**config.mk**
```make
export PLATFORM = sky130hd
export DESIGN_NAME = instr_fetch
export DESIGN_NICKNAME = d
export VERILOG_FILES = /design/src/rtl/instr_fetch.sv
export SDC_FILE = /design/constraint.sdc
export NUM_CORES = 1
export LEC_CHECK = 0
export ABC_AREA = 1
export CAP_MARGIN = 20
export CORE_MARGIN = 4
export CORE_UTILIZATION = 47
export CTS_CLUSTER_DIAMETER = 50
export DETAILED_ROUTE_END_ITERATION = 7
export PLACE_DENSITY = 0.81
export SLEW_MARGIN = 10
export SYNTH_ARGS = -nofsm -noshare
export SYNTH_HDL_FRONTEND = slang
export SYNTH_SLANG_ARGS = --single-unit
```
**constraint.sdc**
```tcl
create_clock -name clk -period 1.9 [get_ports clk]
set_input_delay 0.38 -clock clk [delete_from_list [all_inputs] [get_ports clk]]
set_output_delay 0.38 -clock clk [all_outputs]
set_load 0.1 [all_outputs]
```
**src/rtl/instr_fetch.sv**
```systemverilog
// Instruction fetch stage: owns the PC, issues one outstanding word read at a time,
// and holds the fetched word in IR until the decoder consumes it or a redirect flushes it.
module instr_fetch #(
    parameter logic [31:0] RESET_PC = 32'h0000_0000,
    parameter logic [31:0] PC_STEP  = 32'd4
) (
    input  logic        clk,
    input  logic        rst,
    output logic        imem_req,
    output logic [31:0] imem_addr,
    input  logic        imem_gnt,
    input  logic        imem_rvalid,
    input  logic [31:0] imem_rdata,
    output logic        ir_valid,
    output logic [31:0] IR,
    output logic [31:0] ir_pc,
    input  logic        ir_ready,
    input  logic        redirect_valid,
    input  logic [31:0] redirect_pc,
    output logic [31:0] fetch_count
);

    typedef enum logic [1:0] {FETCH, WAIT, FULL, DROP} state_t;

    state_t      state, state_n;
    logic [31:0] pc;
    logic [31:0] ir_q;
    logic [31:0] ir_pc_q;
    logic [31:0] count_q;
    logic [31:0] redirect_target;
    logic        capture;
    logic        consume;

    assign redirect_target = redirect_pc & ~32'h3;

    always_comb begin
        state_n = state;
        capture = 1'b0;
        consume = 1'b0;
        case (state)
            FETCH: begin
                if (redirect_valid)
                    state_n = imem_gnt ? DROP : FETCH;
                else if (imem_gnt)
                    state_n = WAIT;
            end
            WAIT: begin
                if (redirect_valid)
                    state_n = imem_rvalid ? FETCH : DROP;
                else if (imem_rvalid) begin
                    state_n = FULL;
                    capture = 1'b1;
                end
            end
            FULL: begin
                if (redirect_valid || ir_ready)
                    state_n = FETCH;
                consume = ir_ready && !redirect_valid;
            end
            // A redirect here only retargets the PC; the squashed response still
            // has to drain, and once it does there is nothing left outstanding.
            DROP: begin
                if (imem_rvalid)
                    state_n = FETCH;
            end
            default: state_n = FETCH;
        endcase
    end

    always_ff @(posedge clk) begin
        if (rst)
            state <= FETCH;
        else
            state <= state_n;
    end

    always_ff @(posedge clk) begin
        if (rst) begin
            pc      <= RESET_PC;
            ir_q    <= 32'h0;
            ir_pc_q <= 32'h0;
            count_q <= 32'h0;
        end else begin
            if (redirect_valid)
                pc <= redirect_target;
            else if (capture)
                pc <= pc + PC_STEP;
            if (capture) begin
                ir_q    <= imem_rdata;
                ir_pc_q <= pc;
            end
            if (consume)
                count_q <= count_q + 32'd1;
        end
    end

    // Request is gated by reset so nothing is issued while reset is held.
    assign imem_req    = (state == FETCH) && !rst;
    assign imem_addr   = pc;
    assign ir_valid    = (state == FULL);
    assign IR          = ir_q;
    assign ir_pc       = ir_pc_q;
    assign fetch_count = count_q;

endmodule

```
==> flow_summary.json <==
{
  "synth_top_flop_cell": "dfxtp_1",
  "ctsResizeCount": 0,
  "globalplace.congestion": 0.9518,
  "start_util_pct": 48.28,
  "drive_above_1_share_pct": 23.37,
  "path_class": "reg -> out",
  "routed_wl_mm": 19.82,
  "grt_pass1_wl_mm": 31.46,
  "async_flop_share_pct": 0,
  "synth_cell_type_count": 44,
  "top_level_ports": 200,
  "wl_per_cell_um": 15.17,
  "syn-cell-area_um2": 6142,
  "dp.cells": 1276,
  "yosys_warnings": 0,
  "synth-seq-area-share_pct": 41.07,
  "end_kind": "primary output",
  "dpl.hpwl_mm": 14.62,
  "finalPower_mw": 8.502,
  "setup_viol": 0,
  "synth-edff-count": 0,
  "clkSlewWorstSetupHoldPaths_ns": 0.06,
  "dieArea_um2": 14960,
  "route.detailed.drc": 0,
  "cp-start-kind": "register",
  "fin_tns_setup_ns": 0,
  "grt_pass1_vias": 6472,
  "cts_tree": "done",
  "synthCells": 915,
  "coreArea_um2": 12720,
  "finalHoldViolations": 0,
  "hold_buffers": 0,
  "std_cell_rows": 41,
  "critical_path.top_delay_family": "simple AND/OR/NAND/NOR gates",
  "fin_ws_ns": 0.06703,
  "htreeDepth": 4,
  "slew_viol_final": 0,
  "final_nets": 1195,
  "yosys_register_bits": 126,
  "cts.sinks": 126,
  "status": "finished, final reports clean",
  "cap_violations": 0,
  "globalRouteOverflowTotal": 0,
  "cellPowerDensity_nw_per_um2": 900.8,
  "critPathMaxStageDelay_ns": 0.37,
  "dr.pass1.iters": 5,
  "clk_latency_ns": 0.41,
  "antenna_cells": 0,
  "detailroute.via_count": 6779,
  "rsz0062_at_grt": "no",
  "final_antenna_net_count": 0,
  "critPathSlowestCell": "or2_2",
  "post_cts_buffers": 0,
  "final_cell_mix": "199 x nand2_1, 187 x nor2_1, 99 x buf_4",
  "min_period_over_period_pct": 96.47,
  "fin_util_pct": 74.18,
  "die_h_um": 122.3,
  "final_cells": 1306,
  "min_period_ns": 1.833,
  "max_freq_ghz": 0.5456,
  "area_growth_pct": 53.66,
  "design_area_um2": 9438,
  "worstPathCellList": "or2_2, nor2_4, buf_12",
  "timing.hold.ws_ns": 0.4672,
  "portBuffers": 193,
  "layout_commonest_cell": "nand2_1",
  "vdd_drop_max_mv": 0.6428,
  "dp_slack_ns": -0.1379,
  "hold_class": "reg -> reg",
  "placed_cell_area_um2": 8856,
  "drt_iter0_drc": 530,
  "antenna_found_initial": 0,
  "grt_max_degree": 47,
  "fillers": 981,
  "critPathRequiredTime_ns": 1.52,
  "power.leakage_nw": 3.924,
  "skew_ns": 0.005927,
  "cp_data_arrival_time_ns": 1.45,
  "crit_buf_inv": 1,
  "cts_buffers": 17,
  "clock_path_buffers": 2,
  "syn_avg_cell_area_um2": 6.713,
  "die-width_um": 122.3,
  "grt.total_usage_pct": 26.51,
  "via_per_inst": 5.191,
  "root_buffer": "clkbuf_16",
  "critPathMaxFanout": 4
}
[cells in the mapped netlist, types with 2 or more instances]
cell      instances  area share (%)
buf_6             2            0.37
nand2_4           2            0.37
nor3_1           12            0.98
nand3_1          51             4.2
nand4_1          10             1.0
inv_1            90             5.5
a22oi_1           2            0.24
buf_4             4            0.49
clkbuf_1         21             1.3
nor2_2            4            0.41
o31ai_1           4            0.49
or2_2             2            0.20
a31oi_1           7            0.71
buf_2            12            0.98
nand2_2           4            0.41
o21ai_0          77             6.3
nor2_4            5            0.92
a211oi_1         10             1.2
xor2_1            7             1.0
a21oi_1          40             3.3
nand3_4           2            0.57
dfxtp_1         126              41
ha_1              2            0.41
nor2_1          189              12
inv_2             2            0.12
nand3b_1          6            0.73
xnor2_1           7             1.0
nand2_1         199              12
[layer usage]
| layer | routed length [um] | vias to the layer above | global-route usage (%) |
|---|---|---|---|
| met5 | 0 | - | 0 |
| met4 | 461 | 0 | 10.43 |
| met3 | 1897 | 47 | 7.650 |
| met2 | 9649 | 318 | 46.10 |
| met1 | 7809 | 3068 | 30.69 |
| li1 | - | 3346 | - |
[layout make-up]
cell class	count	area [um^2]	share of cell area, %
clock buffers	22	464.2	4.918
flip-flops and latches	126	2586	27.40
clock inverters	8	115.1	1.220
multi-input cells	659	3092	32.76
repair buffers	226	2610	27.65
well taps	172	215.2	2.280
inverters	93	355.3	3.765
[state kept, by name, summed over array words and instances, names as in the netlist]
register and flops:
IR 32, fetch_count 32, imem_addr 30, ir_pc 30
state 2
[worst reg2reg max path, cell delays in order, from the launching register on]
cell and delay (ns):
dfxtp_4 0.38, ha_1 0.19, nand2_1 0.10, nor2_1 0.19, nand2_1 0.18, nor2_2 0.31, xor2_1 0.19, nand2_1 0.07
a21oi_1 0.13
[cell families after synthesis]
family / after synthesis / share of synthesized area, %
compound gates: 147 / 13.10
xor+xnor: 14 / 1.996
fa+ha+maj: 2 / 0.4073
buf+inv: 133 / 8.943
flops: 126 / 41.07
other cells: 1 / 0.06105
simple gates: 492 / 34.43
[report_power, final]
group,internal [mW],switching (mW),leakage (nW)
combinational,0.675,1.63,2.59
sequential,2.81,0.154,1.05
clock,2.10,1.13,0.289
total,5.59,2.92,3.92
[final timing paths]
| check | slack (ns) | end | from | cells after the start |
|---|---|---|---|---|
| min reg2reg | 0.47 | fetch_count[14] | fetch_count[14] | 1 |
| min | 0.47 | fetch_count[14] | fetch_count[14] | 1 |
| max | 0.07 | imem_req | state[1] | 3 |
| max reg2reg | 0.10 | imem_addr[18] | imem_addr[3] | 8 |
Power figures use the tool's default switching activity.
==> variant: new RTL, same settings <==
Re-encode `state_t` (4 states) as one-hot, 4 bits wide.
--- a/src/rtl/instr_fetch.sv
+++ b/src/rtl/instr_fetch.sv
@@ -20,7 +20,7 @@
     output logic [31:0] fetch_count
 );
 
-    typedef enum logic [1:0] {FETCH, WAIT, FULL, DROP} state_t;
+    typedef enum logic [3:0] {FETCH = 4'b0001, WAIT = 4'b0010, FULL = 4'b0100, DROP = 4'b1000} state_t;
 
     state_t      state, state_n;
     logic [31:0] pc;
Check against the original RTL: no difference found for any inputs over 10 cycles, from zero or initial values and one cycle with rst high; not proved beyond that.
==> variant against the unedited design <==
Sequential cell count increased by 2. Critical path depth is 1 higher. Synthesized area grew 3.4%. Wire length is 2.0% higher. Setup slack improved by 0.016 ns. Via count grew 2.8%. Global-route usage shrank 0.92 points. Clock skew is essentially flat. Final area increased by 5.1%. Largest cell class unchanged.
Power is not compared: it rests on default switching activity, and its combinational part moved more than twofold at a synthesized area within 25%.
==> variant: results <==
outcome:
  status: "finished clean"
finish:
  multi_input_comb_area_mm2: 0.003321
  drive_above_1_share_pct: 24.83
  n_clock_buffer: 19
  nFillCells: 965
  multi_input_comb_cells: 700
  nets: 1227
  clk_share_pct: 6.094
  nNonClkBuffers: 230
  inverters: 78
  buffer_area_share_pct: 28.77
  final_cells: 1344
  areaGrowthSynthToFinish_pct: 56.12
placement:
  place_area_mm2: 0.009295
  dp_hpwl_um: 15000
worst_setup_path:
  worst-path-max-fanout: 6
  worstRegToRegCells: 11
  r2r_slack_ns: 0.16
route:
  route.met2.wl_um: 9956
  drt-pass1-iter-count: 7
  wl_met3_um: 1674
  drt-met1-wl_um: 7955
  vias: 6972
  routedWlPerCell_um: 15.04
  drt-initial-drc-count: 518
global_route:
  grt_pass1_wl_um: 32440
  grt_max_degree: 71
  grt_pass1_vias: 6770
  use_met3_pct: 8.276
  use_met2_pct: 45.45
  track_usage_pct: 25.60
  antenna_found_initial: 0
yosys:
  yosysSeqAreaShare_pct: 40.34
  synthTopCellsByCount: "nand2_1 (297), dfxtp_1 (128), nor2_1 (110), a21oi_1 (85), inv_1 (72)"
  synthTopCellsByArea: "dfxtp_1 (40%), nand2_1 (18%), a21oi_1 (6.7%)"
  synthCells: 945
  synth_cell_type_count: 42
clock_network:
  cts_sinks: 128
power_and_ir_drop:
  power_mw: 7.352
timing:
  timing.hold.ws_ns: 0.4564
  finClkSkew_ns: 0.005442
==> variant: final timing paths <==
path	from	endpoint
max	state[2]	imem_req
min	fetch_count[16]	fetch_count[16]
max reg2reg	imem_addr[3]	imem_addr[28]
min reg2reg	fetch_count[16]	fetch_count[16]
==> variant: worst max-delay path: stages (launching register included) <==
cell     delay, ns
dfxtp_1       0.35
nor2_2        0.19
nand3_4       0.14
nor2_4        0.15
buf_12        0.19
==> variant: cells by family (layout without fill, tap and decap cells) <==
group,count (synthesis),count (layout),synth area share (%)
buffers and inverters,120,340,7.958
adders and majority gates,2,2,0.3939
and+or+nand+nor,532,532,36.91
xor gates and xnor gates,10,10,1.379
other,1,4,0.05903
AOI/OAI and AO/OA,152,152,12.96
DFF,128,128,40.34
==> variant: metrics by stage <==
step	setup WS, ns	TNS [ns]
after floorplan	-0.01612	-0.01612
after global placement	-0.1158	-2.892
after detailed placement	-0.1231	-3.805
after CTS	0.05684	0
after global routing	0.004950	0
final	0.08351	0
